===== src/rtl/alu_share_ctrl.sv =====
// Round-robin sharing of one combinational 4-bit ALU between two requesters.
// Operands are registered toward the ALU and held for LAT cycles before the result is captured.
module alu_share_ctrl #(
  parameter int LAT = 1
) (
  input  logic       clk,
  input  logic       rst,
  input  logic       req0,
  input  logic       req1,
  input  logic [3:0] a0,
  input  logic [3:0] b0,
  input  logic [3:0] a1,
  input  logic [3:0] b1,
  input  logic [1:0] o0,
  input  logic [1:0] o1,
  output logic       done0,
  output logic       done1,
  output logic [7:0] r0,
  output logic [7:0] r1,
  output logic [3:0] alu_a,
  output logic [3:0] alu_b,
  output logic [1:0] alu_o,
  input  logic [7:0] alu_p,
  output logic       busy,
  output logic [7:0] ops
);

  // state | meaning
  // IDLE  | arbitrate between eligible requesters
  // EXEC  | ALU inputs held while the result settles
  typedef enum logic {IDLE = 1'b0, EXEC = 1'b1} state_t;

  localparam logic [3:0] CNT_INIT = 4'(LAT - 1);

  state_t     state_q, state_d;
  logic       prio_q, prio_d;
  logic       owner_q, owner_d;
  logic [3:0] cnt_q, cnt_d;
  logic [3:0] alu_a_q, alu_a_d;
  logic [3:0] alu_b_q, alu_b_d;
  logic [1:0] alu_o_q, alu_o_d;
  logic [7:0] r0_q, r0_d;
  logic [7:0] r1_q, r1_d;
  logic       done0_q, done0_d;
  logic       done1_q, done1_d;
  logic [7:0] ops_q, ops_d;

  logic       el0, el1, win;

  // A port in its done cycle is masked so a lingering req is not re-granted at once.
  assign el0 = req0 & ~done0_q;
  assign el1 = req1 & ~done1_q;

  always_comb begin
    state_d = state_q;
    prio_d  = prio_q;
    owner_d = owner_q;
    cnt_d   = cnt_q;
    alu_a_d = alu_a_q;
    alu_b_d = alu_b_q;
    alu_o_d = alu_o_q;
    r0_d    = r0_q;
    r1_d    = r1_q;
    done0_d = 1'b0;
    done1_d = 1'b0;
    ops_d   = ops_q;
    win     = 1'b0;
    case (state_q)
      IDLE: begin
        if (el0 || el1) begin
          win     = (el0 && el1) ? prio_q : el1;
          state_d = EXEC;
          owner_d = win;
          cnt_d   = CNT_INIT;
          alu_a_d = win ? a1 : a0;
          alu_b_d = win ? b1 : b0;
          alu_o_d = win ? o1 : o0;
        end
      end
      EXEC: begin
        if (cnt_q != 4'd0) begin
          cnt_d = cnt_q - 4'd1;
        end else begin
          if (owner_q) begin
            r1_d    = alu_p;
            done1_d = 1'b1;
          end else begin
            r0_d    = alu_p;
            done0_d = 1'b1;
          end
          prio_d  = ~owner_q;
          ops_d   = ops_q + 8'd1;
          state_d = IDLE;
        end
      end
      default: state_d = IDLE;
    endcase
  end

  always_ff @(posedge clk) begin
    if (rst) begin
      state_q <= IDLE;
      prio_q  <= 1'b0;
      owner_q <= 1'b0;
      cnt_q   <= 4'd0;
      alu_a_q <= 4'd0;
      alu_b_q <= 4'd0;
      alu_o_q <= 2'd0;
      r0_q    <= 8'd0;
      r1_q    <= 8'd0;
      done0_q <= 1'b0;
      done1_q <= 1'b0;
      ops_q   <= 8'd0;
    end else begin
      state_q <= state_d;
      prio_q  <= prio_d;
      owner_q <= owner_d;
      cnt_q   <= cnt_d;
      alu_a_q <= alu_a_d;
      alu_b_q <= alu_b_d;
      alu_o_q <= alu_o_d;
      r0_q    <= r0_d;
      r1_q    <= r1_d;
      done0_q <= done0_d;
      done1_q <= done1_d;
      ops_q   <= ops_d;
    end
  end

  assign done0 = done0_q;
  assign done1 = done1_q;
  assign r0    = r0_q;
  assign r1    = r1_q;
  assign alu_a = alu_a_q;
  assign alu_b = alu_b_q;
  assign alu_o = alu_o_q;
  assign busy  = (state_q == EXEC);
  assign ops   = ops_q;

endmodule


===== config.mk =====
export PLATFORM = sky130hd
export DESIGN_NAME = alu_share_ctrl
export DESIGN_NICKNAME = d
export VERILOG_FILES = /design/src/rtl/alu_share_ctrl.sv
export SDC_FILE = /design/constraint.sdc
export NUM_CORES = 1
export LEC_CHECK = 0
export ABC_AREA = 1
export CELL_PAD_IN_SITES_DETAIL_PLACEMENT = 0
export CELL_PAD_IN_SITES_GLOBAL_PLACEMENT = 1
export CORE_UTILIZATION = 30
export DETAILED_ROUTE_END_ITERATION = 16
export GPL_ROUTABILITY_DRIVEN = 0
export GPL_TIMING_DRIVEN = 0
export PLACE_DENSITY = 0.85
export SLEW_MARGIN = 20
export SYNTH_ARGS = -nofsm -noshare
export SYNTH_HDL_FRONTEND = slang
export SYNTH_SLANG_ARGS = --single-unit

===== constraint.sdc =====
create_clock -name clk -period 1.8 [get_ports clk]
set_input_delay 0.45 -clock clk [delete_from_list [all_inputs] [get_ports clk]]
set_output_delay 0.45 -clock clk [all_outputs]
set_load 0.01 [all_outputs]

==> flow_metrics.env, run 1 <==
export IMPL_run_status="complete, no violations"
export IMPL_depth_of_the_worst_register_to_register_path=7
export IMPL_avgViaCountPerCell=4.52
export IMPL_detailed_place_hpwl_um=3220
export IMPL_synth_top_cell_area_share_pct=47.4
export IMPL_synth_common_cells="59 x sky130_fd_sc_hd__nand2_1, 46 x sky130_fd_sc_hd__nor2_1, 43 x sky130_fd_sc_hd__dfxtp_1"
export IMPL_post_synth_inst_count=245
export IMPL_ffs_latches_synth=43
export IMPL_post_synth_instance_area_sq_um=1820
export IMPL_power_density_nw_per_um2=934
export IMPL_syn_num_nets=279
export IMPL_fin_worst_skew_ns=0.0107
export IMPL_timing_final_hold_violations=0
export IMPL_fillCellCount=614
export IMPL_rsz0062_at_grt="false"
export IMPL_ys_async_sr_fraction_pct=0
export IMPL_yosysMostFrequentCell="sky130_fd_sc_hd__nand2_1"
export IMPL_detail_route_wirelength_um=4430
export IMPL_grt_max_degree=16
export IMPL_antenna_found_initial=0
export IMPL_post_place_cells=385
export IMPL_detailroute_via_count=1778
export IMPL_fmax_ghz=0.568
export IMPL_drcViolationCount=0
export IMPL_hold_path_cell_count=1
export IMPL_finalCriticalPeriod_ns=1.76
export IMPL_fp_dieH_um=79.8
export IMPL_hold_path_endpoint="cnt_q[0]"
export IMPL_vdd_drop_max_uv=440
export IMPL_slew_headroom_pct=65.5
export IMPL_fp_dieArea_sq_um=6370
export IMPL_detail_route_first_pass_iterations=4
export IMPL_num_rows=27
export IMPL_die_width_um=79.8
export IMPL_met1_usage_pct=18.7
export IMPL_crit_start="ops[2]"
export IMPL_hold_worst_slack_ns=0.463
export IMPL_detail_route_wl_per_cell_um=11.3
export IMPL_required_ns=1.35
export IMPL_insertion_delay_ns=0.30
export IMPL_h_tree_depth=2
export IMPL_synth_edf_count=0
export IMPL_setup_viol=0
export IMPL_io_buffer_count=68
export IMPL_grt_most_used_layer="met2"
export IMPL_maximum_clock_insertion_buffer_count=2
export IMPL_synth_flop_cell="sky130_fd_sc_hd__dfxtp_1"
export IMPL_clock_sink_count=43
export IMPL_netlist_top_cells_area="sky130_fd_sc_hd__dfxtp_1 47%, sky130_fd_sc_hd__nand2_1 12%, sky130_fd_sc_hd__nor2_1 9.5%"
export IMPL_drv_max_cap_violation_count=0
export IMPL_yosysWarningCount=0
export IMPL_clk_pin_slew_ns=0.09
export IMPL_fin_nets=354
export IMPL_drt_antenna_violating_nets=0
export IMPL_worst_r2r_endpoint="r0[6]"
export IMPL_cts_hold_buffers_added=0
export IMPL_worst_margin_pin_slew_ns=0.517
export IMPL_met2_usage_pct=25.1
export IMPL_critPathCaptureType="output pin"
export IMPL_timing_final_crit_share_pct=97.8
export IMPL_grt_first_pass_wirelength_um=7590
export IMPL_boundary_pins=69
export IMPL_worst_hold_path_type="flip-flop to flip-flop"
export IMPL_share_of_final_layout_standard_cells_stronger_than_drive_strength_1_pct=7.17
export IMPL_cp_top_family="buffers and inverters"
export IMPL_synthDistinctLibCells=26
export IMPL_r2r_setup_slack_ns=0.24
export IMPL_critical_path_n_buffers_inverters=1
export IMPL_worst_path_largest_cell_delay_ns=0.58
export IMPL_antenna_diode_count=0
export IMPL_critical_path_slowest_cell="sky130_fd_sc_hd__clkdlybuf4s50_1"
export IMPL_initial_core_util_pct=32.0
export IMPL_detailedRoute_firstIterationViolations=91
export IMPL_first_global_vias=1648
export IMPL_crit_path_cell_trace="clkdlybuf4s50_1"
export IMPL_cp_start_kind="flip-flop"
export IMPL_critical_path_arrival_ns=1.31
export IMPL_final_instance_count_excl_fill=393
export IMPL_global_route_usage_total_pct=15.3
export IMPL_clk_root_buffer_cell="sky130_fd_sc_hd__clkbuf_8"
export IMPL_slew_violations=0
export IMPL_grt_met3_usage_pct=4.91
export IMPL_regToRegStartpoint="cnt_q[0]"
export IMPL_tritoncts="done"
export IMPL_syn2layout_area_growth_pct=48.8
export IMPL_gr_total_overflow=0
export IMPL_p_leak_uw=0.00114
export IMPL_tritoncts_num_buffers=5
export IMPL_timing_hold_worst_start="cnt_q[0]"
export IMPL_cp_max_fo=6
export IMPL_synthesis_area_per_instance_sq_um=7.42
export IMPL_core_region_area_sq_um=5680
export IMPL_yosysTopAreaCell="sky130_fd_sc_hd__dfxtp_1"
export IMPL_yosysSeqAreaShare_pct=47.4
export IMPL_critPathKind="flip-flop to output pin"
[stage by stage]
stage | TNS, ns | worst slack (ns) | instance area [sq um] | utilization, % | total power (uW)
4_1_cts | 0 | 0.0310 | 2700 | 47.6 | 2560
2_1_floorplan | 0 | 0.510 | 1820 | - | 1470
3_3_place_gp | -0.786 | -0.0583 | 2590 | 45.6 | 1770
5_1_grt | 0 | 0.00437 | 2700 | 47.6 | 2670
3_5_place_dp | -0.570 | -0.0504 | 2590 | 45.6 | 1780
6_report | 0 | 0.0388 | 2700 | 47.6 | 2520
[cell type report]
cell class                 count  area [sq um]  area share (%)
buffer                         6          28.8            1.06
clock buffer                   5          68.8            2.55
clock inverter                 3          46.3            1.71
inverter                      18          67.6            2.50
multi-input combinational    178           860            31.8
sequential                    43           862            31.9
tap                           72          90.1            3.33
timing repair buffer          68           681            25.2
[flip-flops by register name, summed over array words and instances (netlist names)]
| register | flops |
|---|---|
| alu_a | 4 |
| ops | 8 |
| owner_q | 1 |
| cnt_q | 4 |
| r0 | 8 |
| done0 | 1 |
| busy | 1 |
| done1 | 1 |
| alu_o | 2 |
| prio_q | 1 |
| alu_b | 4 |
| r1 | 8 |
[how the worst max path moves through the flow]
stage / end / slack (ns) / cells after the start
detailed placement: alu_a[1] / -0.05 / 5
finish: ops[2] / 0.04 / 1
CTS: ops[2] / 0.03 / 1
floorplan: r0[0] / 0.51 / 7
global route: ops[2] / 0.004 / 1
global placement: alu_b[1] / -0.06 / 5
[report_power, final]
| group | leakage (uW) | switching (uW) | internal [uW] | total [uW] |
|---|---|---|---|---|
| registers | 0.000352 | 62.3 | 1050 | 1110 |
| clock network | 0.0000548 | 356 | 418 | 774 |
| logic | 0.000738 | 328 | 308 | 636 |
[layer usage]
layer / vias up / share of wire (%)
li1: 938 / -
met1: 782 / 45
met2: 51 / 46
met3: 7 / 7.7
met4: 0 / 1.5
met5: - / 0
[cells by family after synthesis]
group,Yosys count,synth area share [%]
AO/OA/AOI/OAI,31,8.68
adder cells (fa/ha/maj),2,1.38
XOR/XNOR,2,0.964
AND/OR/NAND/NOR,143,36.3
flip-flops,43,47.4
buffers and inverters,24,5.30
[layout by cell type, fill, tap and decap left out]
cell	Yosys	final
sky130_fd_sc_hd__nand2_1	59	59
sky130_fd_sc_hd__inv_1	14	14
sky130_fd_sc_hd__nor2_1	46	46
sky130_fd_sc_hd__inv_2	3	3
sky130_fd_sc_hd__nand2_2	1	1
sky130_fd_sc_hd__nand3b_1	1	1
sky130_fd_sc_hd__buf_4	1	1
sky130_fd_sc_hd__xor2_1	1	1
sky130_fd_sc_hd__clkbuf_1	3	3
sky130_fd_sc_hd__xnor2_1	1	1
sky130_fd_sc_hd__nand2_4	1	1
sky130_fd_sc_hd__or2_1	1	1
sky130_fd_sc_hd__clkbuf_8	0	5
sky130_fd_sc_hd__nand3_1	26	26
sky130_fd_sc_hd__o21ai_0	20	20
sky130_fd_sc_hd__a21oi_1	10	10
sky130_fd_sc_hd__nor2_8	2	2
sky130_fd_sc_hd__inv_6	0	1
sky130_fd_sc_hd__buf_2	2	2
sky130_fd_sc_hd__clkinvlp_4	0	1
sky130_fd_sc_hd__o31ai_1	1	1
sky130_fd_sc_hd__nor3_1	1	1
sky130_fd_sc_hd__clkdlybuf4s50_1	0	68
sky130_fd_sc_hd__dfxtp_1	43	42
sky130_fd_sc_hd__ha_1	2	2
sky130_fd_sc_hd__nand4_4	1	1
sky130_fd_sc_hd__bufinv_16	0	1
sky130_fd_sc_hd__nor2_4	1	1
sky130_fd_sc_hd__nand4_1	1	1
sky130_fd_sc_hd__clkinv_1	1	1
sky130_fd_sc_hd__dfxtp_2	0	1
sky130_fd_sc_hd__nand3_2	2	2
[repair_timing]
action / 4_1_cts / 5_1_grt
setup endpoints to repair: 1 / 0
buffers inserted: 0 / 0
gates resized for setup: 1 / 0
Power figures use the tool's default switching activity.
==> inputs of run 2 (changes only) <==
--- a/config.mk
+++ b/config.mk
@@ -8,6 +8,7 @@
 export ABC_AREA = 1
 export CELL_PAD_IN_SITES_DETAIL_PLACEMENT = 0
 export CELL_PAD_IN_SITES_GLOBAL_PLACEMENT = 1
+export CORE_MARGIN = 10
 export CORE_UTILIZATION = 30
 export DETAILED_ROUTE_END_ITERATION = 16
 export GPL_ROUTABILITY_DRIVEN = 0
==> flow_metrics.env, run 2 (same netlist as run 1, synthesis figures left out) <==
export IMPL_finalCriticalPeriod_ns=1.73
export IMPL_clock_sink_count=43
export IMPL_slew_violations=0
export IMPL_grt_max_degree=14
export IMPL_io_buffer_count=68
export IMPL_fmax_ghz=0.579
export IMPL_hold_worst_slack_ns=0.458
export IMPL_crit_path_cell_trace="clkdlybuf4s50_1"
export IMPL_p_leak_uw=0.00113
export IMPL_net_switching_power_uw=725
export IMPL_detail_route_wirelength_um=5090
export IMPL_cts_hold_buffers_added=0
export IMPL_detailroute_via_count=1761
export IMPL_critical_path_slowest_cell="sky130_fd_sc_hd__clkdlybuf4s50_1"
export IMPL_power_density_nw_per_um2=880
export IMPL_critPathCaptureType="output pin"
export IMPL_antenna_diode_count=0
export IMPL_gr_total_overflow=0
export IMPL_p_total_uw=2360
export IMPL_critPathKind="flip-flop to output pin"
export IMPL_core_region_area_sq_um=5890
export IMPL_insertion_delay_ns=0.30
export IMPL_timing_final_hold_violations=0
export IMPL_clk_pin_slew_ns=0.07
export IMPL_tritoncts="done"
export IMPL_tritoncts_num_buffers=5
export IMPL_grt_first_pass_wirelength_um=8480
export IMPL_fp_dieH_um=97.8
export IMPL_cellInternalPower_uw=1630
export IMPL_detailed_place_hpwl_um=3850
export IMPL_detail_route_wl_per_cell_um=12.9
export IMPL_critical_path_n_buffers_inverters=1
export IMPL_vdd_drop_max_uv=389
export IMPL_final_core_util_pct=45.5
export IMPL_global_route_usage_total_pct=10.6
export IMPL_detail_route_first_pass_iterations=6
export IMPL_timing_final_crit_share_pct=95.9
export IMPL_clk_root_buffer_cell="sky130_fd_sc_hd__clkbuf_8"
export IMPL_run_status="complete, no violations"
export IMPL_critical_path_arrival_ns=1.28
export IMPL_worst_path_largest_cell_delay_ns=0.57
export IMPL_comb_power_share_pct=27.3
export IMPL_cp_start_kind="flip-flop"
export IMPL_antenna_found_initial=0
export IMPL_fin_worst_skew_ns=0.0118
export IMPL_die_width_um=97.8
export IMPL_cp_top_family="buffers and inverters"
export IMPL_first_global_vias=1780
export IMPL_setup_viol=0
export IMPL_layout_common_cells="68 x sky130_fd_sc_hd__clkdlybuf4s50_1, 59 x sky130_fd_sc_hd__nand2_1, 46 x sky130_fd_sc_hd__nor2_1"
export IMPL_drcViolationCount=0
export IMPL_drv_max_cap_violation_count=0
export IMPL_post_route_cell_area_sq_um=2680
export IMPL_worst_margin_pin_slew_ns=0.550
export IMPL_fp_dieArea_sq_um=9570
export IMPL_syn2layout_area_growth_pct=47.5
export IMPL_slew_headroom_pct=63.4
export IMPL_initial_core_util_pct=30.9
export IMPL_num_rows=28
export IMPL_share_clk_of_total_power_pct=25.3
export IMPL_boundary_pins=69
export IMPL_rsz0062_at_grt="false"
export IMPL_final_common_cell="sky130_fd_sc_hd__clkdlybuf4s50_1"
export IMPL_maximum_clock_insertion_buffer_count=2
export IMPL_post_dp_cell_area_sq_um=2590
export IMPL_detailedRoute_firstIterationViolations=60
export IMPL_worst_hold_path_type="flip-flop to flip-flop"
export IMPL_power_share_sequential_pct=47.3
export IMPL_avgViaCountPerCell=4.45
export IMPL_post_route_setup_tns_ns=0
export IMPL_cp_max_fo=6
export IMPL_h_tree_depth=2
export IMPL_required_ns=1.35
export IMPL_swShare_pct=30.8
export IMPL_share_of_final_layout_standard_cells_stronger_than_drive_strength_1_pct=7.17
export IMPL_fin_nets=354
export IMPL_drt_antenna_violating_nets=0
## run 2: cell types whose count changed in the layout (fill, tap and decap cells not counted)
cell	before	now
sky130_fd_sc_hd__clkbuf_1	3	4
sky130_fd_sc_hd__dfxtp_2	1	2
sky130_fd_sc_hd__dfxtp_1	42	41
sky130_fd_sc_hd__inv_6	1	0
sky130_fd_sc_hd__clkinv_2	0	1
sky130_fd_sc_hd__bufinv_16	1	0
## run 2: path summary, 6_finish.rpt
| kind | start | endpoint | slack [ns] | cells after the start |
|---|---|---|---|---|
| worst max-delay path | busy | busy | 0.07 | 1 |
| worst max register to register | cnt_q[0] | r0[2] | 0.27 | 7 |
| worst min register to register | cnt_q[0] | cnt_q[0] | 0.46 | 1 |
| worst min-delay path | cnt_q[0] | cnt_q[0] | 0.46 | 1 |
## run 2: power groups by stage
stage          logic [uW]  registers [uW]  clock network (uW)
3_3_place_gp          647            1130                   0
4_1_cts               656            1120                 614
2_1_floorplan         303            1170                   0
5_1_grt               715            1130                 669
3_5_place_dp          651            1140                   0
6_report              643            1120                 597
## run 2: per-stage QoR
| step | worst slack [ns] | std cells |
|---|---|---|
| 3_3_place_gp | -0.0776 | 388 |
| 3_5_place_dp | -0.0453 | 388 |
| 6_report | 0.0738 | 396 |
| 5_1_grt | 0.00484 | 396 |
| 2_1_floorplan | 0.510 | 245 |
| 4_1_cts | 0.0105 | 396 |
## run 2: metal layers
| metal | global-route usage (%) | up-vias | share of wire [%] |
|---|---|---|---|
| li1 | - | 935 | - |
| met1 | 11.5 | 776 | 44 |
| met2 | 17.1 | 45 | 44 |
| met3 | 6.13 | 5 | 10 |
| met4 | 3.36 | 0 | 1.3 |
| met5 | 0 | - | 0 |
## run 2: layout make-up
class                      instances  area (sq um)
clock buffer                       6          72.6
inverter                          18          67.6
fill                             610          3210
buffer                             6          28.8
timing repair buffer              68           681
tap                               75          93.8
clock inverter                     2          12.5
multi-input combinational        178           860
sequential                        43           863
## run 2: what timing repair did
action,CTS,global route
endpoints found under the setup margin,1,1
setup buffers,0,0
resized for setup,1,1
